<file path="src/rtl/sic_dispatch_queue.sv">
// sic_dispatch_queue: in-order packet FIFO feeding a SIC array, round-robin grant.
// Optional counters stat_dispatched/stat_stall are built with DISPATCH_STATS_EN.
package sic_pkg;

  localparam int SIC_NUM_PHY_REGS = 64;
  localparam int SIC_NUM_ECRS     = 4;
  localparam int SIC_ID_WIDTH     = 8;

  typedef struct packed {
    logic                                valid;
    logic [SIC_ID_WIDTH-1:0]             id;
    logic [7:0]                          opcode;
    logic [$clog2(SIC_NUM_PHY_REGS)-1:0] pdst;
    logic [$clog2(SIC_NUM_PHY_REGS)-1:0] psrc1;
    logic [$clog2(SIC_NUM_PHY_REGS)-1:0] psrc2;
    logic [$clog2(SIC_NUM_ECRS)-1:0]     ecr;
  } sic_packet_t;

endpackage

module sic_dispatch_queue
  import sic_pkg::*;
#(
  parameter int NUM_SIC      = 4,
  parameter int NUM_PHY_REGS = SIC_NUM_PHY_REGS,
  parameter int NUM_ECRS     = SIC_NUM_ECRS,
  parameter int ID_WIDTH     = SIC_ID_WIDTH,
  parameter int DEPTH        = 4
) (
  input  logic                        clk,
  input  logic                        rst,
  input  logic                        in_valid,
  input  sic_packet_t                 in_pkt,
  output logic                        in_ready,
  input  logic [NUM_SIC-1:0]          sic_req_instr,
  output sic_packet_t [NUM_SIC-1:0]   sic_pkt,
  input  logic                        flush,
  output logic [$clog2(DEPTH):0]      occupancy
`ifdef DISPATCH_STATS_EN
  ,
  output logic [31:0]                 stat_dispatched,
  output logic [31:0]                 stat_stall
`endif
);

  localparam int AW = $clog2(DEPTH);
  localparam int SW = (NUM_SIC > 1) ? $clog2(NUM_SIC) : 1;

  localparam bit CFG_OK =
    (NUM_PHY_REGS == SIC_NUM_PHY_REGS) &&
    (NUM_ECRS == SIC_NUM_ECRS) &&
    (ID_WIDTH == SIC_ID_WIDTH) &&
    (DEPTH >= 2) &&
    ((DEPTH & (DEPTH - 1)) == 0);

  sic_packet_t        mem [DEPTH];
  sic_packet_t        wr_pkt;
  sic_packet_t        head;
  logic [AW-1:0]      rd_ptr;
  logic [AW-1:0]      wr_ptr;
  logic [AW:0]        occ_q;
  logic [SW-1:0]      rr_ptr;
  logic [SW-1:0]      rr_next;
  logic [SW-1:0]      scan_idx;
  logic [SW-1:0]      gnt_idx;
  logic [NUM_SIC-1:0] last_grant;
  logic [NUM_SIC-1:0] elig;
  logic [NUM_SIC-1:0] gnt_oh;
  logic [NUM_SIC-1:0] pkt_valid;
  logic               gnt_found;
  logic               grant;
  logic               push;
  logic               pop;
  logic               full;
  logic               empty;

  assign full      = (occ_q == (AW + 1)'(DEPTH));
  assign empty     = (occ_q == '0);
  assign occupancy = occ_q;
  assign in_ready  = !rst && !flush && !full;
  assign push      = in_valid && in_ready;
  assign elig      = sic_req_instr & ~last_grant;
  assign grant     = gnt_found && !empty && !flush;
  assign pop       = grant;
  assign head      = mem[rd_ptr];

  always_comb begin
    wr_pkt       = in_pkt;
    wr_pkt.valid = 1'b1;
  end

  // first eligible SIC at or after rr_ptr, wrapping
  always_comb begin
    gnt_found = 1'b0;
    gnt_idx   = '0;
    scan_idx  = '0;
    for (int k = 0; k < NUM_SIC; k++) begin
      scan_idx = SW'((int'(rr_ptr) + k) % NUM_SIC);
      if (!gnt_found && elig[scan_idx]) begin
        gnt_found = 1'b1;
        gnt_idx   = scan_idx;
      end
    end
  end

  always_comb begin
    gnt_oh = '0;
    if (grant) gnt_oh[gnt_idx] = 1'b1;
  end

  assign rr_next = (gnt_idx == SW'(NUM_SIC - 1)) ?
                   '0 : gnt_idx + 1'b1;

  always_ff @(posedge clk) begin
    if (push) mem[wr_ptr] <= wr_pkt;
  end

  always_ff @(posedge clk) begin
    if (rst) begin
      rd_ptr     <= '0;
      wr_ptr     <= '0;
      occ_q      <= '0;
      rr_ptr     <= '0;
      last_grant <= '0;
      sic_pkt    <= '0;
    end else begin
      last_grant <= gnt_oh;
      for (int i = 0; i < NUM_SIC; i++) begin
        sic_pkt[i] <= gnt_oh[i] ? head : '0;
      end
      if (grant) rr_ptr <= rr_next;
      if (flush) begin
        rd_ptr <= '0;
        wr_ptr <= '0;
        occ_q  <= '0;
      end else begin
        if (push) wr_ptr <= wr_ptr + 1'b1;
        if (pop)  rd_ptr <= rd_ptr + 1'b1;
        unique case ({push, pop})
          2'b10:   occ_q <= occ_q + 1'b1;
          2'b01:   occ_q <= occ_q - 1'b1;
          default: occ_q <= occ_q;
        endcase
      end
    end
  end

`ifdef DISPATCH_STATS_EN
  always_ff @(posedge clk) begin
    if (rst) begin
      stat_dispatched <= '0;
      stat_stall      <= '0;
    end else begin
      if (grant)
        stat_dispatched <= stat_dispatched + 32'd1;
      if (!empty && !flush && !grant)
        stat_stall <= stat_stall + 32'd1;
    end
  end
`endif

  always_comb begin
    pkt_valid = '0;
    for (int i = 0; i < NUM_SIC; i++) begin
      pkt_valid[i] = sic_pkt[i].valid;
    end
  end

  a_cfg: assert property (@(posedge clk) CFG_OK);

  a_onehot: assert property (
    @(posedge clk) disable iff (rst)
    $onehot0(pkt_valid));

  a_no_underflow: assert property (
    @(posedge clk) disable iff (rst)
    !(pop && empty));

endmodule
</file>
<file path="config.mk">
export PLATFORM = sky130hd
export DESIGN_NAME = sic_dispatch_queue
export DESIGN_NICKNAME = d
export VERILOG_FILES = /design/src/rtl/sic_dispatch_queue.sv
export SDC_FILE = /design/constraint.sdc
export NUM_CORES = 1
export LEC_CHECK = 0
export BUFFER_PORTS_ARGS = -buffer_cell sky130_fd_sc_hd__clkbuf_2
export CAP_MARGIN = 30
export CORE_ASPECT_RATIO = 1.4
export CORE_MARGIN = 8
export CORE_UTILIZATION = 45
export DETAILED_ROUTE_END_ITERATION = 7
export GPL_ROUTABILITY_DRIVEN = 0
export PLACE_DENSITY = 0.75
export SLEW_MARGIN = 15
export SYNTH_ARGS = -nofsm -noshare
export SYNTH_HDL_FRONTEND = slang
export SYNTH_SLANG_ARGS = --single-unit
</file>
<file path="constraint.sdc">
create_clock -name clk -period 2.05 [get_ports clk]
set_input_delay 0 -clock clk [delete_from_list [all_inputs] [get_ports clk]]
set_output_delay 0 -clock clk [all_outputs]
set_load 0.1 [all_outputs]
</file>
==> summary by stage <==
Status
The flow ran to the end, and the final reports show no timing, DRC or antenna violations.

Synth
The cell taking the most area after synthesis is edfxtp_1. In the synthesized netlist the async set-or-reset flop fraction comes to 0%. The most numerous cell in the Yosys netlist is dfxtp_1. The mean instance size in the synthesized netlist is 16.74 um^2. In this run, synthesis produced a sequential element count of 307. The distinct cell type count after synthesis is 40. The top cell type's share of synthesized area is 42.70%. The netlist area before placement is 10,130 um^2. The net count of the mapped netlist is 660. The most used flip-flop cell after synthesis is dfxtp_1. Synthesis produced a netlist whose cell count is 605. The number of warnings issued by yosys is 0. By count the netlist is led by dfxtp_1 (163), and2_1 (145), edfxtp_1 (144), mux4_2 (35). Yosys mapped a number of flops with a built-in enable equal to 144.

By area the synthesized netlist is led by edfxtp_1 (43%), dfxtp_1 (32%), and2_1 (9.0%). The share of the Yosys chip area taken by registers is 74.93%.

Worst setup path
At the worst endpoint, the required time is 2490 ps. The critical path arrival is 2380 ps. The critical path class is flop to flop. The category of the worst setup path launch point is a flop. The endpoint class of the critical path is a flop. Along the worst path, the maximum fanout reaches 6.

The slowest library cell on the worst path is dfxtp_4. The critical path goes through nor3_2 -> or2_1 -> nor2_2 -> ha_2 -> inv_2 -> fa_2 -> xor2_1 -> or3_1 -> a21oi_1. The stage delay of the slowest cell on the critical path is 370 ps.

GRT
Across every metal layer, demand over resource in global routing totals 15.42%. The routing usage on met3 is 2.735%. The number of antenna violations at the first check in global routing is 0.

The met1 routing resource usage after global routing is 17.01%. The largest net degree at the start of global routing is 28. Global routing consumed, on the met2 layer, 29.31% of the routing resources. The first global-routing pass estimated 33,150 um of wire. The via count of the first global-routing pass is 5,904. The sum of overflow across all layers after global routing is 0.

After global routing, the most crowded layer is met2.

Finish
The post-route netlist has 36.76% of its cells at a drive strength greater than 1. The sequential cell area is 7604 um^2. The number of inserted filler cells in the final layout is 1,719.

The count of nets after finishing is 928. For this run, the share of the core covered by cells in the final layout is 58.37%. In the final layout, the multi-input gates occupy 2331 um^2. The growth of design area from synthesis to finish is 28.93%.

CTS
Clock latency on the worst-skew pair, taken at its later pin, is 520 ps. CTS placed an instance of clkbuf_16 at the clock tree root. In this run the number of H-tree levels came out at 1.

After clock tree synthesis, the clock-pin slew on the worst setup and hold paths is 60 ps. The number of buffers created by CTS is 28. The number of buffers on the longest clock path is 3. TritonCTS built the clock tree. CTS saw 307 sinks.

Detailed routing
Across all layers, the routed design uses 5,564 vias. In the final routed layout, each cell accounts on average for 17.67 um. After detailed routing, the number of vias per cell comes to 4.648. The initial DRC count is 196. The first TritonRoute pass finished after 4 iterations. The aggregate routed wire length is 21,150 um. The remaining antenna violation count after routing is 0. The post-detailed-route DRC marker count is 0.

Die
The standard cell core area is 22,370 um^2. The die is 142.8 um wide. In this run the count of I/O pins placed on the die edge is 197.

The die span in y is 193.5 um. The die covers 27,630 um^2. The floorplan has 65 rows. Once the floorplan was initialized, standard cells occupied 45.28% of the core.

Timing
The max-slew violation count is 0. Timing would allow up to 0.5152 GHz. For the final routed database, the setup TNS stands at 0 ps.

The number of endpoints failing setup at the final stage is 0. Setup repair after global routing could not meet its margin everywhere. The transition time at the pin with the least slew margin is 585.2 ps.

The worst path needs 1941 ps of the cycle, external delays included. The number of endpoints with negative hold slack in the final report came to 0. Across the routed clock network, the largest skew measured is 12.79 ps. The final critical-path share of the clock period is 94.67%. The worst pin sits at a relative slew slack of 61.15%.

Power
The power density over cell area is 906.4 nW/um^2. The leakage component of the power is 5.187 nW. IR analysis of the VDD net gives a maximum drop of 0.7129 mV.

Placed design
The number of port buffers is 195. Once detailed placement completed, the half-perimeter wirelength came to 14,310 um.

Worst hold path
The path class of the tightest hold or removal check is input port to flop.

Job
The tool flagged a number of max-cap violations equal to 0.
[metrics by stage]
| stage | total power [mW] | cells | instance area (um^2) | hold WS (ps) | setup slack, ps |
|---|---|---|---|---|---|
| CTS | 11.93 | 1194 | 13030 | 34.18 | 21.28 |
| global placement | 6.860 | 1103 | 11730 | 217.5 | 71.58 |
| floorplan | 6.747 | 605 | 10160 | 69.07 | -127.2 |
| finish | 11.83 | 1197 | 13060 | 60.80 | 109.2 |
| global route | 12.21 | 1196 | 13050 | 107.3 | -38.02 |
| detailed placement | 6.872 | 1103 | 11730 | 221.2 | 30.31 |
[metal layers]
layer / part of all wire [%] / wire length [um] / vias up
li1: - / - / 2677
met1: 38 / 7975 / 2719
met2: 55 / 11660 / 141
met3: 5.4 / 1146 / 27
met4: 1.8 / 375 / 0
met5: 0 / 0 / -
[logic make-up (layout without fill, tap and decap cells)]
group	count (synthesis)	in the layout	synth area share (%)
AO/OA/AOI/OAI	23	23	1.458
XOR/XNOR	3	3	0.2595
adder cells (fa/ha/maj)	10	10	1.310
buffers and inverters	36	326	2.360
flip-flops	307	307	74.93
multiplexers	37	37	7.995
other	0	1	0
AND/OR/NAND/NOR	189	189	11.69
[cell type report]
type / instances / area share, %
inverters: 9 / 0.2588
well taps: 301 / 2.885
diodes: 1 / 0.01917
clock inverters: 13 / 0.8051
multi-input cells: 262 / 17.86
repair buffers: 265 / 13.78
clock buffers: 39 / 6.153
flip-flops and latches: 307 / 58.24
[state kept, by name (all words and copies together), names as in the netlist, named ones only]
register and count:
rr_ptr 2, mem 144, last_grant 4, occupancy 3
wr_ptr 2, sic_pkt 148, rd_ptr 2
[report_power, final]
| part | leakage, nW | switching (mW) | internal [mW] |
|---|---|---|---|
| sequential | 2.62 | 0.0118 | 6.44 |
| clock | 0.452 | 2.15 | 2.88 |
| combinational | 2.12 | 0.204 | 0.151 |
| total | 5.19 | 2.37 | 9.46 |
[critical path: cells and delay by family (launching register included)]
kind | cells | cell delay (ps)
XOR/XNOR | 1 | 150
flip-flops | 1 | 370
adder cells (fa/ha/maj) | 2 | 510
AO/OA/AOI/OAI | 1 | 120
buffers and inverters | 1 | 40
AND/OR/NAND/NOR | 4 | 670
[cells in the final DEF (no fill, tap or decap), types with 12 or more instances in the layout]
cell / instances
and2_1: 141
buf_12: 16
buf_4: 15
clkbuf_16: 29
clkbuf_2: 195
dfxtp_1: 158
dlygate4sd3_1: 39
edfxtp_1: 144
mux4_2: 35
nor2_1: 12
[path summary, 6_finish.rpt]
path | from | to | slack, ps | cells past startpoint
worst max-delay path | occupancy[2]$_SDFFE_PP0P_ | occupancy[2]$_SDFFE_PP0P_ | 110 | 9
worst min-delay path | sic_req_instr[3] | rr_ptr[0]$_SDFFE_PP0N_ | 60 | 5
worst max register to register | occupancy[2]$_SDFFE_PP0P_ | occupancy[2]$_SDFFE_PP0P_ | 110 | 9
worst min register to register | rd_ptr[1]$_SDFFE_PP0N_ | flop | 490 | 2
[timing repair]
action / 4_1_cts / 5_1_grt
endpoints found under the hold margin: 159 / 0
hold buffers: 39 / 0
gates resized for setup: 0 / 4
setup buffers: 0 / 2
setup endpoints to repair: 0 / 146
(Power assumes the default switching activity.)
